$ cat config.mk
export PLATFORM = sky130hd
export DESIGN_NAME = instr_fetch_unit
export DESIGN_NICKNAME = d
export VERILOG_FILES = /design/src/rtl/instr_fetch_unit.sv
export SDC_FILE = /design/constraint.sdc
export NUM_CORES = 1
export LEC_CHECK = 0
export BUFFER_PORTS_ARGS = -buffer_cell sky130_fd_sc_hd__buf_4
export CORE_ASPECT_RATIO = 1.5
export CORE_MARGIN = 2
export CORE_UTILIZATION = 35
export CTS_CLUSTER_SIZE = 40
export DETAILED_ROUTE_END_ITERATION = 16
export PLACE_DENSITY = 0.58
export SETUP_SLACK_MARGIN = 0.5
export SLEW_MARGIN = 0
export SYNTH_ARGS = -nofsm -noshare
export SYNTH_HDL_FRONTEND = slang
export SYNTH_SLANG_ARGS = --single-unit
$ cat constraint.sdc
create_clock -name CLK -period 5 [get_ports CLK]
set_input_delay 0.25 -clock CLK [delete_from_list [all_inputs] [get_ports CLK]]
set_output_delay 0.25 -clock CLK [all_outputs]
set_load 0.05 [all_outputs]
$ cat src/rtl/instr_fetch_unit.sv
// instr_fetch_unit: instruction memory read initiator with a prefetch FIFO.
// Drives the fetch Address, waits WAIT_CYCLES edges for the memory read to
// settle, captures Data with its PC into the FIFO, and hands entries to decode
// over a valid/ready handshake. A branch redirect flushes everything and
// restarts fetch.
//
// Optional feature: define IFU_XCHECK_EN (simulation only) to trap X/Z read
// data into a sticky FAULT state instead of pushing it.
//
// state | meaning
// IDLE  | out of reset, loads startpc on the first edge
// WAIT  | counting read latency for the current Address
// HOLD  | read complete but FIFO full; Address held so Data stays valid
// FAULT | X/Z data seen (IFU_XCHECK_EN only); FIFO drains, fetch stopped
module instr_fetch_unit #(
    parameter int WAIT_CYCLES = 2,
    parameter int FIFO_DEPTH  = 4
) (
    input  logic        CLK,
    input  logic        resetl,
    input  logic [63:0] startpc,
    output logic [63:0] Address,
    input  logic [31:0] Data,
    output logic        instr_valid,
    input  logic        instr_ready,
    output logic [31:0] instr,
    output logic [63:0] instr_pc,
    input  logic        redirect,
    input  logic [63:0] redirect_pc,
    output logic        fetch_fault
);

    localparam int CNT_W = (WAIT_CYCLES > 1) ? $clog2(WAIT_CYCLES) : 1;
    localparam int PTR_W = $clog2(FIFO_DEPTH);
    localparam logic [CNT_W-1:0] CNT_RELOAD = CNT_W'(WAIT_CYCLES - 1);
    localparam logic [PTR_W:0]   FIFO_FULL  = (PTR_W + 1)'(FIFO_DEPTH);

    typedef enum logic [1:0] {
        S_IDLE,
        S_WAIT,
        S_HOLD
`ifdef IFU_XCHECK_EN
        , S_FAULT
`endif
    } state_t;

    state_t             r_state;
    state_t             w_next_state;
    logic [CNT_W-1:0]   r_cnt;
    logic [63:0]        r_addr;
    logic [31:0]        r_fifo_word [FIFO_DEPTH];
    logic [63:0]        r_fifo_pc   [FIFO_DEPTH];
    logic [PTR_W-1:0]   r_wr_ptr;
    logic [PTR_W-1:0]   r_rd_ptr;
    logic [PTR_W:0]     r_count;

    logic w_active;
    logic w_redirect;
    logic w_capture;
    logic w_pop;
    logic w_full;
    logic w_data_bad;
    logic w_push;
    logic w_hold;

    // Redirect wins over capture and pop; a bad word is never pushed.
    assign w_active   = (r_state == S_WAIT) || (r_state == S_HOLD);
    assign w_redirect = redirect && w_active;
    assign w_capture  = w_active && (r_cnt == '0);
    assign w_pop      = (r_count != '0) && instr_ready;
    assign w_full     = (r_count == FIFO_FULL);
`ifdef IFU_XCHECK_EN
    assign w_data_bad = $isunknown(Data);
`else
    assign w_data_bad = 1'b0;
`endif
    assign w_push = w_capture && !w_redirect && !w_data_bad && (!w_full || w_pop);
    assign w_hold = w_capture && !w_redirect && !w_data_bad && w_full && !w_pop;

    // State register.
    always_ff @(posedge CLK or negedge resetl) begin
        if (!resetl) begin
            r_state <= S_IDLE;
        end else begin
            r_state <= w_next_state;
        end
    end

    // Next-state decode.
    always_comb begin
        w_next_state = r_state;
        case (r_state)
            S_IDLE: w_next_state = S_WAIT;
            S_WAIT, S_HOLD: begin
                if (w_redirect) begin
                    w_next_state = S_WAIT;
`ifdef IFU_XCHECK_EN
                end else if (w_capture && w_data_bad) begin
                    w_next_state = S_FAULT;
`endif
                end else if (w_push) begin
                    w_next_state = S_WAIT;
                end else if (w_hold) begin
                    w_next_state = S_HOLD;
                end
            end
            default: w_next_state = r_state;
        endcase
    end

    // Outputs come straight from registered FIFO storage and the address register.
    always_comb begin
        Address     = r_addr;
        instr_valid = (r_count != '0);
        instr       = r_fifo_word[r_rd_ptr];
        instr_pc    = r_fifo_pc[r_rd_ptr];
`ifdef IFU_XCHECK_EN
        fetch_fault = (r_state == S_FAULT);
`else
        fetch_fault = 1'b0;
`endif
    end

    // Fetch address and read-latency down-counter.
    always_ff @(posedge CLK or negedge resetl) begin
        if (!resetl) begin
            r_addr <= '0;
            r_cnt  <= '0;
        end else begin
            case (r_state)
                S_IDLE: begin
                    r_addr <= startpc;
                    r_cnt  <= CNT_RELOAD;
                end
                S_WAIT, S_HOLD: begin
                    if (w_redirect) begin
                        r_addr <= redirect_pc;
                        r_cnt  <= CNT_RELOAD;
                    end else if (w_push) begin
                        r_addr <= r_addr + 64'd4;
                        r_cnt  <= CNT_RELOAD;
                    end else if (!w_capture) begin
                        r_cnt <= r_cnt - 1'b1;
                    end
                end
                default: begin
                    r_addr <= r_addr;
                    r_cnt  <= r_cnt;
                end
            endcase
        end
    end

    // Prefetch FIFO: push captured {pc, word}, pop on handshake, flush on redirect.
    always_ff @(posedge CLK or negedge resetl) begin
        if (!resetl) begin
            r_wr_ptr <= '0;
            r_rd_ptr <= '0;
            r_count  <= '0;
            for (int i = 0; i < FIFO_DEPTH; i++) begin
                r_fifo_word[i] <= '0;
                r_fifo_pc[i]   <= '0;
            end
        end else if (w_redirect) begin
            r_wr_ptr <= '0;
            r_rd_ptr <= '0;
            r_count  <= '0;
        end else begin
            if (w_push) begin
                r_fifo_word[r_wr_ptr] <= Data;
                r_fifo_pc[r_wr_ptr]   <= r_addr;
                r_wr_ptr              <= r_wr_ptr + 1'b1;
            end
            if (w_pop) begin
                r_rd_ptr <= r_rd_ptr + 1'b1;
            end
            case ({w_push, w_pop})
                2'b10:   r_count <= r_count + 1'b1;
                2'b01:   r_count <= r_count - 1'b1;
                default: r_count <= r_count;
            endcase
        end
    end

endmodule

==> run_results.csv, run 1 <==
group,metric,value,unit
logic_synthesis,syn_area,22100,um^2
logic_synthesis,yosys.cell_types.count,69,
power,pwr-share-clk,0.199,
route,routed_wl,68500,um
logic_synthesis,synth-edff-count,0,
setup_path,crit_arrival,3.83,ns
floorplan,initial_core_util,0.355,
clock_network,post_cts_buffers,0,
timing,max_clock_freq,295,MHz
timing,holdWs,0.0272,ns
place,placed_cells,2710,
floorplan,die_area,65100,um^2
cells_and_area,multi_input_area,9860,um^2
power,p_sw_frac,0.435,
timing,worst_slew_pin_slew,1.23,ns
cells_and_area,diodes,0,
power,ir_worst_vdd,318,uV
setup_path,crit_type,"reg2reg",
timing,setup_viol,0,
cells_and_area,seqCellArea,11500,um^2
route,detail_route.first_pass.iterations,5,
timing,tns,0,ns
route,wl_per_cell,24.1,um
clock_network,clk_pin_slew,0.07,ns
job,max_cap_viol_count,0,
route,route.vias.total,16000,
route,drtIter0Drc,1040,
route,drc,0,
logic_synthesis,synth_cells,1715,
setup_path,cp_max_fo,58,
clock_network,ctsHtreeMaxLevel,2,
timing,setup_ws,1.61,ns
logic_synthesis,yosysWarnings,0,
floorplan,coreArea,62200,um^2
logic_synthesis,synth_nets,1886,
floorplan,die_h,311,um
timing,finalMaxSlewViolations,0,
timing,finClkSkew,0.0223,ns
cells_and_area,final_util,0.437,
global_routing,grt_max_degree,131,
cells_and_area,drive_above_1_share,0.439,
timing,relSlewSlack,0.182,
clock_network,cts_tree,"yes",
timing,finalHoldViolCount,0,
place,hpwl,46000,um
clock_network,insertion_delay,0.58,ns
clock_network,ctsHoldBuffers,48,
setup_path,cp.required,5.44,ns
clock_network,cts-root-buf,"clkbuf_16",
hold_path,hp-class,"in2reg",
global_routing,grt_antenna_before_repair,2,
clock_network,cts.sinks,458,
cells_and_area,num-fill-cells,5779,
floorplan,rows,112,
clock_network,cts-buffers-inserted,46,
setup_path,crit_path_end_kind,"flip-flop",
power,power_per_cell_area,664,nW/um^2
power,netSwitchingPower,7.86,mW
route,via_per_inst,5.61,
cells_and_area,layout.nets,2179,
place,dpl_worst_slack,1.63,ns
timing,final_period_minus_worst_setup_slack,3.39,ns
timing,rsz0062_at_grt,"false",
clock_network,cts_buffer_depth,3,
global_routing,first_global_vias,16800,
route,drtAntennaViolNets,0,
clock_network,cts_resized,0,
floorplan,ios,326,
logic_synthesis,ys_ff_latch,458,
floorplan,die_width,209,um
place,numPortBuffers,324,
global_routing,grt_remaining_overflow,0,
place,place.gp.congestion,0.847,
power,power.static_leakage,12.3,nW
cells_and_area,syn_to_final_growth,23.3,%
global_routing,grt_first_pass_wirelength,105000,um
setup_path,startpoint_type,"flip-flop",
logic_synthesis,syn_area_per_cell,12.9,um^2
logic_synthesis,synth_async_sr_flop_share,1.00,
logic_synthesis,synth_top_flop_cell,"dfrtp_1",
power,p_seq_frac,0.341,
outcome,outcome,"finished clean",
timing,post-route-period-util,0.678,
power,internal_power,10.2,mW
power,combPwrFrac,0.460,
logic_synthesis,yosysSeqAreaShare,0.520,
global_routing,grt_usage,0.209,
cells_and_area,instances_no_fill,2841,
[cells in the mapped netlist, types with 18 or more instances]
cell type / n / area, um^2
o21ai_0: 97 / 485
inv_1: 21 / 78.8
nand3_1: 47 / 235
nand4_1: 21 / 131
nand2_1: 107 / 402
buf_2: 42 / 210
nor2_1: 47 / 176
clkbuf_1: 76 / 285
dfrtp_1: 458 / 11500
nor4_1: 18 / 113
mux2_2: 353 / 3980
mux4_2: 96 / 2160
buf_1: 18 / 67.6
nor3_1: 21 / 105
a21oi_1: 58 / 290
and3_1: 26 / 163
[power by group through the flow]
| stage | sequential [mW] | clock (mW) | combinational, mW |
|---|---|---|---|
| global placement | 6.12 | 0 | 8.29 |
| global route | 6.35 | 3.85 | 8.75 |
| finish | 6.16 | 3.59 | 8.31 |
| CTS | 6.16 | 3.70 | 8.42 |
| floorplan | 6.25 | 0 | 5.47 |
| detailed placement | 6.23 | 0 | 8.37 |
[metal layers]
layer / vias to the layer above / global-route usage / routed length, um
li1: 6990 / - / -
met1: 8286 / 0.267 / 28100
met2: 562 / 0.360 / 34400
met3: 108 / 0.0350 / 3810
met4: 4 / 0.0701 / 2140
met5: - / 0 / 26
[path summary, 6_finish.rpt]
kind                                start  cells after the start          endpoint  slack (ns)
max                            r_count[0]                      5  r_fifo_word[125]        1.61
min                           startpc[18]                      4       Address[18]        0.03
max reg2reg                    r_count[0]                      5  r_fifo_word[125]        1.61
min reg2reg                r_fifo_pc[103]                      2    r_fifo_pc[103]        0.48
max in group asynchronous          resetl                      3     r_fifo_pc[61]        3.33
min in group asynchronous          resetl                      2    r_fifo_pc[218]        0.31
[critical path: stages (launching register included)]
cell and delay, ns:
dfrtp_1 0.44, or4b_2 0.75, and2_1 0.39, nand2_4 0.86
buf_4 0.42, mux2_2 0.37
[cell usage in the layout (no fill, tap or decap), types with 6 or more instances in the layout]
cell type and instances:
a21oi_1 58, a22o_1 14, a31oi_1 12, and2_1 6, and3_1 26, and4_1 6
buf_12 8, buf_4 343, clkbuf_1 7, clkbuf_16 46, clkbuf_8 13, clkinv_2 7
dfrtp_1 456, dlygate4sd3_1 48, inv_1 20, mux2_2 353, mux2i_1 6, mux4_2 96
nand2_1 103, nand3_1 47, nand4_1 21, nor2_1 47, nor3_1 21, nor4_1 18
o211ai_1 9, o21ai_0 97, o22ai_1 9, o311ai_0 10, o31ai_1 6, o41ai_1 9
or3_1 9, or4_1 9, xor2_1 7
[metrics by stage]
stage	power (mW)	cell area [um^2]
2_1_floorplan	11.7	22100
3_3_place_gp	14.4	25200
3_5_place_dp	14.6	25200
4_1_cts	18.3	27200
5_1_grt	18.9	27200
6_report	18.1	27200
[cell type report]
type / instances / share of cell area
well taps: 798 / 0.0367
inverters: 21 / 0.00290
flip-flops and latches: 458 / 0.421
multi-input cells: 1081 / 0.363
repair buffers: 400 / 0.119
clock inverters: 17 / 0.00782
clock buffers: 66 / 0.0498
[state kept, by name, summed over array words and instances, names as in the netlist]
| name | flops |
|---|---|
| r_state | 2 |
| Address | 64 |
| r_wr_ptr | 2 |
| r_fifo_pc | 256 |
| r_fifo_word | 128 |
| r_rd_ptr | 2 |
| r_count | 3 |
| r_cnt | 1 |
[cells by family (layout without fill, tap and decap cells)]
group | after synthesis | count (layout) | synth area share
buf+inv | 176 | 504 | 0.0353
flops | 458 | 458 | 0.520
fa+ha+maj | 7 | 7 | 0.00431
other cells | 1 | 1 | 0.000170
compound gates | 270 | 270 | 0.0783
simple gates | 340 | 340 | 0.0783
xor+xnor | 8 | 8 | 0.00318
mux | 455 | 455 | 0.281
(Power assumes the default switching activity.)
==> run 2: changes to the inputs <==
--- a/config.mk
+++ b/config.mk
@@ -5,13 +5,14 @@
 export SDC_FILE = /design/constraint.sdc
 export NUM_CORES = 1
 export LEC_CHECK = 0
+export ABC_AREA = 1
 export BUFFER_PORTS_ARGS = -buffer_cell sky130_fd_sc_hd__buf_4
 export CORE_ASPECT_RATIO = 1.5
 export CORE_MARGIN = 2
 export CORE_UTILIZATION = 35
 export CTS_CLUSTER_SIZE = 40
 export DETAILED_ROUTE_END_ITERATION = 16
-export PLACE_DENSITY = 0.58
+export PLACE_DENSITY = 0.6
 export SETUP_SLACK_MARGIN = 0.5
 export SLEW_MARGIN = 0
 export SYNTH_ARGS = -nofsm -noshare
==> constraint.sdc (replaced) <==
create_clock -name CLK -period 3 [get_ports CLK]
set_input_delay 0.15 -clock CLK [delete_from_list [all_inputs] [get_ports CLK]]
set_output_delay 0.15 -clock CLK [all_outputs]
set_load 0.05 [all_outputs]
==> run_results.csv, run 2 <==
group,metric,value,unit
hold_path,min-delay-start,"startpc[41]",
power,power.static_leakage,13.4,nW
cells_and_area,largest_register_ffs,256,
route,detail_route.first_pass.iterations,5,
timing,finalHoldViolCount,0,
clock_network,cts.sinks,458,
global_routing,grt_remaining_overflow,0,
cells_and_area,num-fill-cells,6277,
clock_network,cts_buffer_depth,3,
logic_synthesis,synth_async_sr_flop_share,1.00,
floorplan,die_h,318,um
timing,tns,0,ns
cells_and_area,layout_common_cells,"dfrtp_1, nand2_1, nor2_1, buf_4, mux2_2",
cells_and_area,syn_to_final_growth,28.1,%
place,place.gp.congestion,0.983,
logic_synthesis,synth_area_leader_cell,"dfrtp_1",
place,numPortBuffers,324,
logic_synthesis,yosys.cell_types.count,41,
logic_synthesis,synth_most_common_cell,"dfrtp_1",
route,drtAntennaViolNets,0,
floorplan,rows,115,
setup_path,timing.rr.end,"r_fifo_word[8]",
clock_network,cts_tree,"yes",
hold_path,hp-class,"in2reg",
cells_and_area,regMostFlops,"r_fifo_pc",
global_routing,grt_first_pass_wirelength,121000,um
global_routing,grt_antenna_before_repair,5,
setup_path,crit_type,"reg2out",
logic_synthesis,yosysSeqAreaShare,0.498,
timing,finalMaxSlewViolations,0,
route,wl_per_cell,21.2,um
floorplan,coreArea,65300,um^2
setup_path,cp_max_fo,22,
power,ir_worst_vdd,720,uV
setup_path,startpoint_type,"flip-flop",
clock_network,ctsHtreeMaxLevel,2,
logic_synthesis,synth_nets,2649,
global_routing,grt_max_degree,97,
timing,relSlewSlack,0.479,
cells_and_area,drive_above_1_share,0.277,
setup_path,crit_path_end_kind,"primary output",
route,routed_wl,79900,um
setup_path,r2r_slack,0.64,ns
floorplan,ios,326,
setup_path,slowest_stage,"dfrtp_4",
setup_path,crit_chain,"inv_12 > buf_16 > buf_6 > o21ai_0 > o22ai_1 > buf_4",
place,hpwl,54200,um
logic_synthesis,synth_top_flop_cell,"dfrtp_1",
cells_and_area,final_common_cell,"dfrtp_1",
timing,setup_viol,0,
route,drc,0,
setup_path,r2r_start,"r_state[1]",
logic_synthesis,ys_ff_latch,458,
logic_synthesis,netlist_top_cells_area,"dfrtp_1, mux2_2, nand2_1",
floorplan,initial_core_util,0.352,
timing,finClkSkew,0.0356,ns
clock_network,cts-root-buf,"clkbuf_16",
power,power_per_cell_area,1320,nW/um^2
route,route.vias.total,19800,
floorplan,die_width,213,um
timing,rsz0062_at_grt,"true",
route,drtIter0Drc,1518,
clock_network,cts-buffers-inserted,45,
outcome,outcome,"finished clean",
global_routing,grt_usage,0.232,
timing,max_clock_freq,409,MHz
global_routing,first_global_vias,20000,
setup_path,max_stage_delay,0.57,ns
route,via_per_inst,5.25,
floorplan,die_area,67800,um^2
setup_path,crit_arrival,2.30,ns
logic_synthesis,syn_area_per_cell,9.28,um^2
logic_synthesis,synth_top_area_share,0.498,
setup_path,worstRegToRegCells,7,
logic_synthesis,syn_area,23000,um^2
power,p_total,38.9,mW
timing,final_period_minus_worst_setup_slack,2.45,ns
cells_and_area,layout.nets,3033,
timing,holdWs,0.0157,ns
logic_synthesis,yosysWarnings,0,
logic_synthesis,synth-edff-count,0,
clock_network,insertion_delay,0.61,ns
hold_path,hold_depth,5,
timing,post-route-period-util,0.816,
timing,worst_slew_pin_slew,0.781,ns
clock_network,clk_pin_slew,0.06,ns
job,max_cap_viol_count,0,
setup_path,cp.required,2.85,ns
hold_path,hold_path_end,"Address[41]",
logic_synthesis,synth_cells,2478,
logic_synthesis,ys_top_cells_by_count,"dfrtp_1, nand2_1, nor2_1, mux2_2, o21ai_0",
[run 2: cell types whose count changed in the layout (fill, tap and decap cells not counted), sizes merged, moves of 14 or more]
| cell | change |
|---|---|
| nor2 | +370 |
| nand2 | +324 |
| o21ai | +134 |
| mux4 | -96 |
| o22ai | +88 |
| o21a | +83 |
| dlygate4sd3 | +73 |
| mux2 | -53 |
| inv | +50 |
| buf | +40 |
| and3 | -26 |
| nor4 | -19 |
| nor3 | -15 |
| xnor2 | +14 |
[run 2: layout make-up]
type / count / area, um^2 / share of cell area
antenna: 4 / 10.0 / 0.000340
clock buffer: 68 / 1290 / 0.0439
clock inverter: 11 / 140 / 0.00476
inverter: 74 / 294 / 0.00998
multi-input combinational: 1766 / 10500 / 0.355
sequential: 458 / 11500 / 0.389
tap: 877 / 1100 / 0.0372
timing repair buffer: 517 / 4680 / 0.159
[run 2: critical path: cells and delay by family (launching register included)]
family	cells	cell delay, ns
AO/OA/AOI/OAI	2	0.30
flip-flops	1	0.57
buffers and inverters	4	0.80
[run 2: worst max-delay path by stage]
stage | from | end | slack (ns)
after floorplan | r_rd_ptr[0] | instr_pc[59] | 0.80
after global placement | Address[3] | Address[54] | 0.60
after detailed placement | Address[3] | Address[54] | 0.57
after CTS | r_rd_ptr[0] | instr_pc[4] | 0.50
after global routing | r_rd_ptr[0] | instr[15] | 0.49
final | r_rd_ptr[0] | instr[24] | 0.55
[run 2: metal layers]
layer | GRT usage | wire [um] | up-vias
li1 | - | - | 9112
met1 | 0.291 | 32600 | 9956
met2 | 0.399 | 39600 | 594
met3 | 0.0329 | 4390 | 137
met4 | 0.0898 | 3350 | 2
met5 | 0 | 12 | -
[run 2: cells by family after synthesis]
kind of cell,after synthesis,share of synthesized area
and+or+nand+nor,916,0.159
AOI/OAI and AO/OA,513,0.132
DFF,458,0.498
muxes,300,0.147
buffers and inverters,254,0.0487
xor gates and xnor gates,29,0.0110
adders and majority gates,7,0.00413
other,1,0.000163
[run 2: timing repair]
item / in CTS / in global routing
hold buffers: 121 / 0
endpoints found under the hold margin: 248 / 0
pin swaps: 0 / 4
resized for setup: 11 / 18
buffers inserted: 8 / 1
gates cloned: 2 / 2
setup endpoints to repair: 93 / 45
[run 2: through the flow]
step	cell area, um^2	utilization	setup slack [ns]	instances
3_3_place_gp	26500	0.405	0.601	3558
2_1_floorplan	23000	-	0.803	2478
3_5_place_dp	26500	0.405	0.568	3558
5_1_grt	29500	0.451	0.494	3775
4_1_cts	29300	0.449	0.499	3768
6_report	29500	0.451	0.553	3775
[run 2: power breakdown]
group	leakage [nW]	switching [mW]	internal [mW]
logic	6.89	14.4	7.48
registers	5.77	2.41	8.92
clock network	0.692	2.54	3.09
==> run 3: changes to the inputs <==
--- a/config.mk
+++ b/config.mk
@@ -5,14 +5,14 @@
 export SDC_FILE = /design/constraint.sdc
 export NUM_CORES = 1
 export LEC_CHECK = 0
-export ABC_AREA = 1
+export ABC_AREA = 0
 export BUFFER_PORTS_ARGS = -buffer_cell sky130_fd_sc_hd__buf_4
 export CORE_ASPECT_RATIO = 1.5
 export CORE_MARGIN = 2
 export CORE_UTILIZATION = 35
 export CTS_CLUSTER_SIZE = 40
 export DETAILED_ROUTE_END_ITERATION = 16
-export PLACE_DENSITY = 0.6
+export PLACE_DENSITY = 0.58
 export SETUP_SLACK_MARGIN = 0.5
 export SLEW_MARGIN = 0
 export SYNTH_ARGS = -nofsm -noshare
==> constraint.sdc (replaced) <==
create_clock -name CLK -period 2.29 [get_ports CLK]
set_input_delay 0.1145 -clock CLK [delete_from_list [all_inputs] [get_ports CLK]]
set_output_delay 0.1145 -clock CLK [all_outputs]
set_load 0.05 [all_outputs]
==> run_results.csv, run 3 (same netlist as run 1, synthesis figures left out) <==
group,metric,value,unit
outcome,outcome,"finished with violations",
outcome,violations,"setup timing",
global_routing,first_global_vias,19700,
timing,setup_viol,85,
setup_path,critPathCapture,"instr[22]",
cells_and_area,syn_to_final_growth,65.5,%
timing,tns,-1.53,ns
setup_path,timing.rr.end,"r_fifo_word[23]",
clock_network,cts_buffer_depth,3,
clock_network,clk_pin_slew,0.06,ns
route,drc,0,
cells_and_area,design_area,36500,um^2
floorplan,die_width,209,um
route,wl_per_cell,27.0,um
setup_path,slowest_stage,"mux4_2",
floorplan,initial_core_util,0.355,
setup_path,critPathTopFamily,"buffers and inverters",
setup_path,crit_chain,"buf_12 > buf_12 > clkbuf_16 > mux4_2 > buf_6",
clock_network,cts_tree,"yes",
setup_path,cp_max_fo,7,
setup_path,worstRegToRegCells,9,
setup_path,r2r_start,"r_state[1]",
timing,worst_slew_pin_slew,0.794,ns
setup_path,r2r_slack,-0.03,ns
place,numPortBuffers,324,
route,routed_wl,88700,um
power,p_total,48.3,mW
cells_and_area,final_util,0.587,
setup_path,path_buf_inv,4,
timing,holdWs,0.00113,ns
cells_and_area,layout_common_cells,"dfrtp_1, buf_4, mux2_4, dlygate4sd3_1, buf_6",
setup_path,path_depth,5,
route,drtAntennaViolNets,0,
setup_path,crit_type,"reg2out",
power,ir_worst_vdd,947,uV
global_routing,grt_usage,0.262,
timing,post-route-period-util,1.02,
power,power.static_leakage,17.3,nW
floorplan,die_area,65100,um^2
power,power_per_cell_area,1320,nW/um^2
global_routing,grt_antenna_before_repair,8,
floorplan,ios,326,
global_routing,grt_first_pass_wirelength,128000,um
clock_network,cts.sinks,458,
timing,finalHoldViolCount,0,
route,via_per_inst,5.68,
cells_and_area,drive_above_1_share,0.578,
timing,setup_ws,-0.0513,ns
cells_and_area,largest_register_ffs,256,
setup_path,crit_path_frequent_cell,"buf_12",
hold_path,hp-class,"in2reg",
global_routing,grt_max_degree,102,
place,place.gp.congestion,0.859,
route,route.vias.total,18700,
setup_path,crit_arrival,2.23,ns
cells_and_area,final_common_cell,"dfrtp_1",
setup_path,max_stage_delay,0.53,ns
hold_path,min-delay-start,"redirect_pc[4]",
timing,finalMaxSlewViolations,0,
global_routing,grt_remaining_overflow,0,
place,hpwl,49700,um
timing,finClkSkew,0.0338,ns
setup_path,setup.worst_path.start,"r_rd_ptr[0]",
clock_network,cts-buffers-inserted,47,
setup_path,crit_path_end_kind,"primary output",
cells_and_area,regMostFlops,"r_fifo_pc",
clock_network,cts-root-buf,"clkbuf_16",
job,max_cap_viol_count,0,
clock_network,ctsHtreeMaxLevel,2,
route,detail_route.first_pass.iterations,5,
route,drtIter0Drc,1222,
floorplan,die_h,311,um
floorplan,coreArea,62200,um^2
floorplan,rows,112,
timing,relSlewSlack,0.470,
clock_network,insertion_delay,0.61,ns
place,placed_cell_area,27500,um^2
timing,final_period_minus_worst_setup_slack,2.34,ns
timing,rsz0062_at_grt,"true",
setup_path,cp.required,2.18,ns
timing,max_clock_freq,427,MHz
setup_path,startpoint_type,"flip-flop",
cells_and_area,layout.nets,2620,
[run 3: changes by cell type in the layout (fill, tap and decap cells not counted), sizes merged, moves of 26 or more]
cell   delta
nor2    -370
o21a     -83
mux2     +53
and3     +26
o22ai    -88
inv      -52
o21ai   -134
buf     +306
nand2   -318
mux4     +96
[run 3: worst register-to-register path, stage by stage, from the launching register on]
cell and delay [ns]:
dfrtp_1 0.41, ha_4 0.29, nor3b_4 0.19, and2_4 0.25
buf_12 0.15, buf_8 0.12, nand2_8 0.12, buf_12 0.20
buf_16 0.14, mux2_4 0.31
[run 3: power by group]
part / internal (mW) / switching, mW / leakage (nW) / total [mW]
Clock: 4.59 / 3.48 / 0.769 / 8.06
Sequential: 10.8 / 1.88 / 5.91 / 12.7
Combinational: 12.8 / 14.8 / 10.6 / 27.5
Total: 28.2 / 20.1 / 17.3 / 48.3
[run 3: repair_timing]
item | 4_1_cts | 5_1_grt
buffers inserted | 133 | 23
gates resized for setup | 425 | 256
endpoints found under the hold margin | 641 | 1
endpoints found under the setup margin | 545 | 553
hold buffers | 125 | 1
pin swaps | 45 | 80
gates cloned | 68 | 11
[run 3: worst min-delay path by stage]
stage	endpoint	slack, ns	cells after the start
floorplan	Address[0]	-0.18	0
global placement	r_fifo_pc[87]	0.06	1
detailed placement	r_fifo_pc[87]	0.06	1
CTS	Address[15]	0.002	4
global route	Address[4]	0.02	5
finish	Address[4]	0.001	5
[run 3: stage by stage]
stage | setup slack, ns | std cells
2_1_floorplan | -0.198 | 1715
3_3_place_gp | 0.0198 | 2837
3_5_place_dp | 0.0248 | 2837
4_1_cts | -0.0783 | 3250
5_1_grt | -0.0965 | 3288
6_report | -0.0513 | 3288
[run 3: metal layers]
metal  wire [um]  global-route usage  vias up
met1       33500               0.321     9687
met5          57                   0        -
li1            -                   -     7896
met2       44100               0.448      825
met3        6210              0.0528      262
met4        4840               0.110       10
[run 3: cell type report]
class                      count  area [um^2]
sequential                   458        11500
antenna                        3         7.51
tap                          798          998
inverter                      21         87.6
clock buffer                  68         1360
multi-input combinational   1087        12200
timing repair buffer         834        10100
fill                        4734        25700
clock inverter                19          226
